`config.mk`:
```
export PLATFORM = sky130hd
export DESIGN_NAME = simon_pkt_serialiser
export DESIGN_NICKNAME = d
export VERILOG_FILES = /design/src/rtl/simon_pkt_serialiser.sv
export SDC_FILE = /design/constraint.sdc
export NUM_CORES = 1
export LEC_CHECK = 0
export CORE_MARGIN = 2
export CORE_UTILIZATION = 38
export DETAILED_ROUTE_END_ITERATION = 6
export SLEW_MARGIN = 25
export SYNTH_ARGS = -nofsm -noshare
export SYNTH_HDL_FRONTEND = slang
export SYNTH_SLANG_ARGS = --single-unit
```
`constraint.sdc`:
```
create_clock -name clk -period 32.3 [get_ports clk]
set_input_delay 9.69 -clock clk [delete_from_list [all_inputs] [get_ports clk]]
set_output_delay 9.69 -clock clk [all_outputs]
set_load 0.1 [all_outputs]
```
`src/rtl/simon_pkt_serialiser.sv`:
```
// Packet-to-byte serialiser behind the SIMON packet core.
// Captures whole packets from the core's parallel bus into a two-slot
// ping-pong store and streams each one out a byte per beat, byte 0 first.
module simon_pkt_serialiser #(
    parameter int unsigned N         = 96,
    parameter int unsigned PKT_BYTES = (N / 2) + 2,
    parameter int unsigned CNT_W     = 16
) (
    input  logic                   clk,
    input  logic                   R,
    input  logic [PKT_BYTES*8-1:0] out,
    input  logic                   out_donePKT,
    output logic                   out_readPKT,
    output logic [7:0]             tx_data,
    output logic                   tx_valid,
    input  logic                   tx_ready,
    output logic                   tx_last,
    output logic                   busy,
    output logic [CNT_W-1:0]       pkt_count
);

    localparam int unsigned PktW = PKT_BYTES * 8;
    localparam int unsigned IdxW = $clog2(PKT_BYTES);
    localparam logic [IdxW-1:0] LastIdx = IdxW'(PKT_BYTES - 1);

    typedef enum logic {
        CIdle,
        CAck
    } cap_state_e;

    cap_state_e       cap_q, cap_d;
    logic [PktW-1:0]  slot_q [2];
    logic [1:0]       occ_q, occ_d;
    logic             wr_ptr_q, wr_ptr_d;
    logic             rd_ptr_q, rd_ptr_d;
    logic [IdxW-1:0]  idx_q, idx_d;
    logic [CNT_W-1:0] cnt_q, cnt_d;
    logic             readpkt_q, readpkt_d;
    logic [7:0]       tx_data_q, tx_data_d;
    logic             tx_valid_q, tx_valid_d;
    logic             tx_last_q, tx_last_d;

    logic             capture;
    logic             beat;
    logic [PktW-1:0]  sel_pkt;

    // Capture handshake, drain bookkeeping and the next-cycle output byte.
    always_comb begin
        cap_d    = cap_q;
        occ_d    = occ_q;
        wr_ptr_d = wr_ptr_q;
        rd_ptr_d = rd_ptr_q;
        idx_d    = idx_q;
        cnt_d    = cnt_q;
        capture  = 1'b0;
        beat     = tx_valid_q & tx_ready;

        unique case (cap_q)
            CIdle: begin
                // Occupancy is the pre-edge value: a slot freed this edge waits a cycle.
                if (out_donePKT && !occ_q[wr_ptr_q]) begin
                    capture         = 1'b1;
                    occ_d[wr_ptr_q] = 1'b1;
                    wr_ptr_d        = ~wr_ptr_q;
                    cap_d           = CAck;
                end
            end
            CAck: begin
                // Only return to idle once the core has dropped its request.
                if (!out_donePKT) begin
                    cap_d = CIdle;
                end
            end
            default: cap_d = CIdle;
        endcase

        if (beat) begin
            if (idx_q == LastIdx) begin
                idx_d           = '0;
                occ_d[rd_ptr_q] = 1'b0;
                rd_ptr_d        = ~rd_ptr_q;
                cnt_d           = cnt_q + 1'b1;
            end else begin
                idx_d = idx_q + 1'b1;
            end
        end

        // A packet landing in the slot about to be drained is taken straight from the bus.
        sel_pkt = slot_q[rd_ptr_d];
        if (capture && (wr_ptr_q == rd_ptr_d)) begin
            sel_pkt = out;
        end

        tx_valid_d = occ_d[rd_ptr_d];
        tx_data_d  = occ_d[rd_ptr_d] ? sel_pkt[{idx_d, 3'b000} +: 8] : 8'h00;
        tx_last_d  = occ_d[rd_ptr_d] && (idx_d == LastIdx);
        readpkt_d  = (cap_d == CAck);
    end

    // Control state and registered outputs; reset drops any buffered packet.
    always_ff @(posedge clk or posedge R) begin
        if (R) begin
            cap_q      <= CIdle;
            occ_q      <= 2'b00;
            wr_ptr_q   <= 1'b0;
            rd_ptr_q   <= 1'b0;
            idx_q      <= '0;
            cnt_q      <= '0;
            readpkt_q  <= 1'b0;
            tx_data_q  <= 8'h00;
            tx_valid_q <= 1'b0;
            tx_last_q  <= 1'b0;
        end else begin
            cap_q      <= cap_d;
            occ_q      <= occ_d;
            wr_ptr_q   <= wr_ptr_d;
            rd_ptr_q   <= rd_ptr_d;
            idx_q      <= idx_d;
            cnt_q      <= cnt_d;
            readpkt_q  <= readpkt_d;
            tx_data_q  <= tx_data_d;
            tx_valid_q <= tx_valid_d;
            tx_last_q  <= tx_last_d;
        end
    end

    // Packet payload store; validity is tracked by the occupancy flags.
    always_ff @(posedge clk) begin
        if (capture) begin
            slot_q[wr_ptr_q] <= out;
        end
    end

    assign out_readPKT = readpkt_q;
    assign tx_data     = tx_data_q;
    assign tx_valid    = tx_valid_q;
    assign tx_last     = tx_last_q;
    assign busy        = |occ_q;
    assign pkt_count   = cnt_q;

endmodule

```
* After elaboration in Yosys (flattened, before gate mapping)
Memories as Yosys holds them, arrays and structs flattened.
Cells that the tools add are included.
** Storage, ports and cells
- Register bits after elaboration :: 37
- RAM bits :: 800
- Bits of input ports :: 404
- Output and inout port bits :: 28
- Word-level logic and storage cells :: 61
- Memories kept :: 1
** Operators by class
- Add/sub/neg operators :: 2
- Order comparisons :: 5
- Eq/ne operators :: 3
- Shift-type cells :: 1
- Mux-type cells :: 24
- Bitwise operators :: 7
- Reduce and logical (&&, ||, !) cells :: 9
** Memory list
- slot_q :: words 2, width 400, read ports 1, clocked after memory_dff 0, wr ports 1, line 32 : logic [PktW-1:0] slot_q [2];
** Operators by type and width (count)
- 2-to-1 mux 400 bit :: 1
- variable part select 400 x 10 -> 8 bit :: 1
- adder 16 x 1 -> 16 bit (second input constant) :: 1
- 2-to-1 mux 1 bit :: 13
- == test 6 bit (second input constant) :: 2
- 2-to-1 mux 6 bit :: 2
- 2-to-1 mux 2 bit :: 4
- 2-to-1 mux 8 bit :: 1
- adder 6 x 1 -> 6 bit (second input constant) :: 1
- < comparator 1 x 2 -> 1 bit (second input constant) :: 3
- logical AND 1 bit :: 5
- AND reduction 2 bit :: 2
- inverter 1 bit :: 3
- bitwise AND 2 bit :: 1
- demux 1 bit (select 1 bit) :: 2
- >= comparator 1 bit (second input constant) :: 2
- inverter 2 bit :: 1
- bitwise OR 2 bit :: 1
- one-hot mux 1 bit (2 select lines) :: 1
- OR reduction 2 bit :: 1
- bitwise AND 1 bit :: 1
- == test 1 bit :: 1
- logical NOT 1 bit :: 1

* Logic depth before layout (Yosys ltp)
Gate-level depths: netlist of run 1.
- Word-level depth :: 13
- Gate-level depth with buffers :: 15
- Gate-level depth less buffers :: 13

* Worst setup path after synthesis of run 1
No wires, ideal clock.
- Path kind :: input to register
- From :: input out_donePKT
- To :: register tx_data_q[1] (netlist: tx_data[1])
- Setup time :: 0.126 ns
- Data arrival time :: 41.613 ns
- Required time :: 32.174 ns
- Slack :: -9.439 ns
- Stages on the path :: 9
- Buffers on the path :: 0
- Cells stage by stage :: nand2b_1 -> nor3_1 -> nand3_2 -> nand4_1 -> o21bai_1 -> a211oi_1 -> nor3_1 -> a221oi_1 -> o311a_1
** On the way
- Cells in the longest elaborated chain, start to end :: 9
** Ends and longest elaborated chain
- from (decl) :: line 12 : input logic out_donePKT,
- logical AND 1 bit (*) :: line 61 : if (out_donePKT && !occ_q[wr_ptr_q]) begin
- parallel branches: the longest is 7 deep, another holds 2-to-1 mux 400 bit
- 2-to-1 mux 8 bit (*) :: line 95 : tx_data_d = occ_d[rd_ptr_d] ? sel_pkt[{idx_d, 3'b000} +: 8] : 8'h00;
- net tx_data_d[1] :: line 39 : logic [7:0] tx_data_q, tx_data_d;
- to (signal assigned) :: line 121 : tx_data_q <= tx_data_d;
- to (decl) :: line 39
Mark *: on every way through the listed nets, which the timed path passes. The select of a mux whose other input is x is not followed.
A chain may end at the register's enable or synchronous reset.

* Worst setup path in the final report of run 1
- From :: input tx_ready
- To :: register tx_data_q[7] (netlist: tx_data[7])
** On the way
- Cells in the longest elaborated chain, start to end :: 7
** Ends and longest elaborated chain
- from (decl) :: line 16 : input logic tx_ready,
- bitwise AND 1 bit (*) :: line 56 : beat = tx_valid_q & tx_ready;
- 2-to-1 mux 1 bit :: line 77 : if (beat) begin
- == test 1 bit :: line 90 : if (capture && (wr_ptr_q == rd_ptr_d)) begin
- logical AND 1 bit :: line 90
- 2-to-1 mux 400 bit :: line 90
- variable part select 400 x 10 -> 8 bit :: line 95
- 2-to-1 mux 8 bit (*) :: line 95
- net tx_data_d[7] :: line 39
Mark *: on every way through the listed nets, which the timed path passes. The rest lies on a longest branch. The select of a mux whose other input is x is not followed.

==> flow_metrics.env, run 1 <==
export IMPL_drc_errors=0
export IMPL_max_clock_freq_ghz=0.07233
export IMPL_synth_area_leaders="edfxtp_1 63%, mux2i_1 7.1%, nand2_1 3.9%"
export IMPL_postCtsHoldBufs=0
export IMPL_drt_first_pass_iters=6
export IMPL_synth_ff_type="edfxtp_1"
export IMPL_seqPwrFrac_pct=34.1
export IMPL_setup_violations=0
export IMPL_drtAntennaViolNets=0
export IMPL_irDropWorstVdd_v=0.00005225
export IMPL_comb_power_share_pct=39.2
export IMPL_hold_viol_final=0
export IMPL_slew_violations=0
export IMPL_dr_wl_met2_um=64980
export IMPL_vias_per_cell=6.085
export IMPL_p_switching_w=0.001452
export IMPL_grt_max_degree=171
export IMPL_cp_required_ps=32910
export IMPL_hp_class="reg -> reg"
export IMPL_rsz0062_at_grt="false"
export IMPL_worst_slew_pin_slew_ps=1226
export IMPL_layout_cells_non_filler=4633
export IMPL_grt_total_usage_pct=26.35
export IMPL_synth_edf_count=800
export IMPL_wl_met1_um=54100
export IMPL_ys_seq_area_share_pct=65.88
export IMPL_rrSetupSlack_ps=27430
export IMPL_finalSetupTns_ps=0
export IMPL_async_flop_share_pct=4.421
export IMPL_fin_crit_sh_pct=42.80
export IMPL_min_period_ps=13820
export IMPL_synth_largest_area_cell="edfxtp_1"
export IMPL_syn_area_per_cell_um2=13.08
export IMPL_wl_per_cell_um=30.16
export IMPL_cts_resized=0
export IMPL_syn_to_final_growth_pct=22.01
export IMPL_drtIter0Drc=3223
export IMPL_finalClockSkew_ps=34.27
export IMPL_num_vias=28190
export IMPL_grt_overflow_total=0
export IMPL_grt_pass1_wl_um=194100
export IMPL_die_x_um=319.7
export IMPL_initial_core_util_pct=38.42
export IMPL_fill_cells=8636
export IMPL_ys_types=86
export IMPL_routed_wl_met3_um=15590
export IMPL_synthCells=2894
export IMPL_clockPowerShare_pct=26.7
export IMPL_antenna_found_initial=54
export IMPL_drv_cap=0
export IMPL_slew_headroom_pct=18.25
export IMPL_core_area_mm2=0.09856
export IMPL_path_cells="clkdlybuf4s50_1, nand4b_4, o21ai_2, and2_4, clkinv_2, buf_4, mux2i_1, a211oi_1, o21ai_0, a211o_1, a41oi_1, o211a_1"
export IMPL_grt_pass1_vias=26440
export IMPL_port_buffers=431
export IMPL_ys_ff_latch=837
export IMPL_yosys_warnings=0
export IMPL_whs_ps=479.6
export IMPL_clkLatencyLatePin_ps=670
export IMPL_synth_top_area_share_pct=63.44
export IMPL_dieArea_mm2=0.1022
export IMPL_syn_cell_area_mm2=0.03787
export IMPL_drt_total_wl_um=139700
export IMPL_p_leak_nw=14.92
export IMPL_worstSetupStartpointType="input pin"
export IMPL_row_count=115
export IMPL_ios=432
export IMPL_hpwl_um=92660
export IMPL_gp_congestion=0.8888
export IMPL_worst_path_max_delay_cell="clkdlybuf4s50_1"
export IMPL_worstPathMaxFanout=40
export IMPL_end_kind="register"
export IMPL_cts_root_buf="clkbuf_16"
export IMPL_dp_cells=4444
export IMPL_p_per_area_mw_per_mm2=79.53
export IMPL_top_layer="met5"
export IMPL_syn_nets=3301
export IMPL_die_h_um=319.7
export IMPL_cts_buffer_depth=3
export IMPL_layout_nets=3655
export IMPL_cts_tree="done"
export IMPL_cp_arrival_ps=14440
export IMPL_drive_gt1_share_pct=7.119
export IMPL_cts_num_sinks=837
export IMPL_outcome="finished clean"
export IMPL_path_clk_slew_ps=60
export IMPL_slowest_delay_ps=760
export IMPL_cts_buffers=88
export IMPL_p_sw_share_pct=39.50
export IMPL_path_class="in -> reg"
export IMPL_intPower_w=0.002223
export IMPL_post_cts_setup_buffer_count=0
export IMPL_htreeDepth=3
[sequential cells by signal, summed over array words and instances (netlist names)]
register,cells
rd_ptr_q,1
wr_ptr_q,1
slot_q,800
tx_data,8
tx_last,1
out_readPKT,1
occ_q,2
idx_q,6
tx_valid,1
pkt_count,16
[logic make-up (layout without fill, tap and decap cells)]
logic type,count (synthesis),count (layout),synth area share (%)
AOI/OAI and AO/OA,835,835,15.16
xor gates and xnor gates,20,20,0.4824
adders and majority gates,3,3,0.09913
buffers and inverters,236,657,2.845
DFF,837,837,65.88
muxes,278,278,7.533
other,0,31,0
and+or+nand+nor,685,685,7.993
[power by group through the flow]
stage	Combinational (W)	Clock [W]	Sequential (W)
2_1_floorplan	0.000808	0	0.00131
3_3_place_gp	0.00140	0	0.00127
3_5_place_dp	0.00141	0	0.00127
4_1_cts	0.00141	0.000994	0.00125
5_1_grt	0.00150	0.00103	0.00126
6_report	0.00144	0.000983	0.00125
[through the flow]
step / area, µm² / worst slack, ps / utilization [%] / total power, W
finish: 46200 / 18480 / 46.87 / 0.003675
detailed placement: 43370 / 17920 / 44.00 / 0.002682
floorplan: 37870 / 3813 / - / 0.002116
global placement: 43380 / 17960 / 44.02 / 0.002678
CTS: 46100 / 18640 / 46.77 / 0.003658
global route: 46160 / 18360 / 46.83 / 0.003784
[area by class of cell]
| type | instances | area [µm²] | share of cell area, % |
|---|---|---|---|
| flip-flops and latches | 837 | 24950 | 54.01 |
| multi-input cells | 1821 | 11960 | 25.90 |
| repair buffers | 486 | 4793 | 10.38 |
| clock buffers | 117 | 2395 | 5.183 |
| well taps | 1287 | 1610 | 3.485 |
| clock inverters | 40 | 334.1 | 0.7231 |
| diodes | 31 | 77.57 | 0.1679 |
| inverters | 14 | 73.82 | 0.1598 |
[Yosys cell counts, drive strengths merged (36+ instances only)]
master,count
nor2,73
o22ai,85
a31oi,58
edfxtp,800
nand3,97
a21oi,167
a211oi,38
nor3,40
mux2i,267
o21ai,146
clkbuf,67
nand2,396
dfrtp,37
o221ai,108
a221oi,36
buf,155
[cells in the final DEF, fill, tap and decap left out, drive strengths merged, types with 17 or more instances in the layout]
cell type      count
diode             31
clkdlybuf4s50    422
nand2            396
nor2              73
buf               63
o22ai             85
dfrtp             37
mux2i            267
a221o             20
nand3             97
and3              17
a221oi            36
a211oi            38
clkinv            37
a31oi             58
a311oi            23
clkbuf           118
edfxtp           800
a32oi             26
o21ai            146
a21oi            167
o221ai           108
a22oi             21
nor3              40
o211ai            26
nor2b             18
[worst paths after layout]
kind	startpoint	to	cells past startpoint
min in group asynchronous	R	pkt_count[7]$_DFFE_PP0P_	3
worst min register to register	pkt_count[5]$_DFFE_PP0P_	pkt_count[5]$_DFFE_PP0P_	1
max in group asynchronous	R	rd_ptr_q$_DFF_PP0_	3
worst max register to register	idx_q[1]$_DFF_PP0_	tx_data[7]$_DFF_PP0_	13
worst max-delay path	tx_ready	tx_data[7]$_DFF_PP0_	12
worst min-delay path	pkt_count[5]$_DFFE_PP0P_	pkt_count[5]$_DFFE_PP0P_	1
[worst max-delay path: cells and delay by family]
kind	cells	cell delay, ps
AOI/OAI and AO/OA	6	1880
muxes	1	190
buffers and inverters	3	1880
and+or+nand+nor	2	740
[routing by layer]
metal	up-vias	global-route usage, %
li1	12230	-
met1	14190	33.86
met5	-	0
met4	50	10.35
met3	246	8.308
met2	1475	41.49
(Power assumes the default switching activity.)
==> run 2, diff against run 1 <==
==> constraint.sdc (replaced) <==
create_clock -name clk -period 12.6 [get_ports clk]
set_input_delay 3.78 -clock clk [delete_from_list [all_inputs] [get_ports clk]]
set_output_delay 3.78 -clock clk [all_outputs]
set_load 0.1 [all_outputs]
==> flow_metrics.env, run 2 (synthesis gave the netlist of run 1 again) <==
export IMPL_drc_errors=0
export IMPL_drive_gt1_share_pct=7.367
export IMPL_htreeDepth=3
export IMPL_end_kind="register"
export IMPL_gp_congestion=0.9225
export IMPL_finalWorstSetupSlack_ps=4570
export IMPL_wl_per_cell_um=30.55
export IMPL_drtAntennaViolNets=0
export IMPL_hold_start="pkt_count[15]$_DFFE_PP0P_"
export IMPL_cp_required_ps=13210
export IMPL_clkLatencyLatePin_ps=670
export IMPL_final_area_mm2=0.04642
export IMPL_p_per_area_mw_per_mm2=207.0
export IMPL_largest_reg_flops=800
export IMPL_dpl_cell_area_mm2=0.04332
export IMPL_dp_cells=4435
export IMPL_cts_num_sinks=837
export IMPL_hold_viol_final=0
export IMPL_layout_nets=3650
export IMPL_p_leak_nw=15.00
export IMPL_path_class="in -> reg"
export IMPL_reg2regPathDepth=10
export IMPL_num_vias=28210
export IMPL_post_cts_setup_buffer_count=0
export IMPL_multi_input_area_mm2=0.01199
export IMPL_row_count=115
export IMPL_hp_class="reg -> reg"
export IMPL_die_x_um=319.7
export IMPL_vias_per_cell=6.094
export IMPL_hpwl_um=94070
export IMPL_final_cell_mix="800 x edfxtp_1, 424 x clkdlybuf4s50_1, 392 x nand2_1"
export IMPL_ios=432
export IMPL_irDropWorstVdd_v=0.0002580
export IMPL_fill_cells=8622
export IMPL_cts_root_buf="clkbuf_16"
export IMPL_slew_headroom_pct=23.58
export IMPL_finalClockSkew_ps=23.29
export IMPL_r2r_start="rd_ptr_q$_DFF_PP0_"
export IMPL_cts_tree="done"
export IMPL_grt_max_degree=171
export IMPL_rsz0062_at_grt="false"
export IMPL_cts_resized=0
export IMPL_max_clock_freq_ghz=0.1245
export IMPL_grt_overflow_total=0
export IMPL_setup_violations=0
export IMPL_drtIter0Drc=3544
export IMPL_place_ws_ps=3983
export IMPL_min_period_ps=8030
export IMPL_worstPathMaxFanout=63
export IMPL_antenna_found_initial=40
export IMPL_die_h_um=319.7
export IMPL_final_common_cell="edfxtp_1"
export IMPL_worstSetupStartpointType="input pin"
export IMPL_layout_cells_non_filler=4629
export IMPL_min_path_cells=1
export IMPL_rrSetupSlack_ps=7560
export IMPL_outcome="finished clean"
export IMPL_cp_arrival_ps=8640
export IMPL_port_buffers=431
export IMPL_cts_buffers=92
export IMPL_top_register="slot_q"
export IMPL_grt_total_usage_pct=26.88
export IMPL_syn_to_final_growth_pct=22.59
export IMPL_grt_pass1_wl_um=197400
export IMPL_drt_total_wl_um=141400
export IMPL_worst_slew_pin_slew_ps=1143
export IMPL_fin_crit_sh_pct=63.73
export IMPL_dieArea_mm2=0.1022
export IMPL_r2r_end="tx_data[5]$_DFF_PP0_"
export IMPL_drv_cap=0
export IMPL_core_area_mm2=0.09856
export IMPL_seq_area_mm2=0.02495
export IMPL_drt_first_pass_iters=6
export IMPL_cts_buffer_depth=3
export IMPL_path_clk_slew_ps=60
export IMPL_grt_pass1_vias=26610
export IMPL_postCtsHoldBufs=0
export IMPL_slew_violations=0
export IMPL_initial_core_util_pct=38.42
export IMPL_whs_endpoint="pkt_count[15]$_DFFE_PP0P_"
[run 2: changes by cell type in the layout (fill, tap and decap cells not counted), sizes merged]
cell           change
buf               -10
bufinv             +6
clkbuf             -3
clkdlybuf4s50      +2
diode              -1
inv                +2
[run 2: worst max-delay path: stages]
cell and delay [ps]:
clkdlybuf4s50_1 780, and4b_1 360, nand2_4 410, nand2_1 860
clkinv_1 970, a21oi_1 360, o21a_1 180, a221oi_1 80
o21a_1 240, o32ai_1 350, o311a_1 220
[run 2: how the worst max path moves through the flow]
stage / start / to / slack (ps) / cells after the start
2_1_floorplan: out_donePKT / tx_data[0]$_DFF_PP0_ / -3220 / 10
3_3_place_gp: tx_ready / tx_data[1]$_DFF_PP0_ / 4100 / 11
3_5_place_dp: tx_ready / tx_data[1]$_DFF_PP0_ / 3980 / 11
4_1_cts: tx_ready / tx_data[1]$_DFF_PP0_ / 4670 / 11
5_1_grt: tx_ready / tx_data[1]$_DFF_PP0_ / 4290 / 11
6_report: tx_ready / tx_data[1]$_DFF_PP0_ / 4570 / 11
[run 2: routing by layer]
layer  track usage, %  wire length [µm]  vias to the layer above
met5                0               196                        -
met4            11.57              5522                       30
met3            7.789             15420                      278
met2            41.99             65350                     1509
met1            34.87             54920                    14160
li1                 -                 -                    12230
[run 2: cell type report]
type / instances / share of cell area [%]
inverter: 14 / 0.1617
timing repair buffer: 477 / 10.17
clock buffer: 115 / 5.326
tap: 1287 / 3.469
antenna: 30 / 0.1617
clock inverter: 48 / 1.124
sequential: 837 / 53.75
multi-input combinational: 1821 / 25.83
[run 2: power breakdown]
group / internal (W) / total (W) / switching (W)
Clock: 0.00159 / 0.00271 / 0.00112
Sequential: 0.00313 / 0.00320 / 0.0000709
Combinational: 0.00115 / 0.00370 / 0.00255
Total: 0.00587 / 0.00961 / 0.00374
[run 2: through the flow]
step	utilization, %	power, W	setup TNS (ps)	hold WS, ps
after global routing	47.05	0.009928	0	494.7
after detailed placement	43.95	0.006872	0	465.1
final	47.10	0.009610	0	476.2
after global placement	43.96	0.006867	0	462.2
after CTS	46.99	0.009578	0	478.7
after floorplan	-	0.005419	-513500	517.0
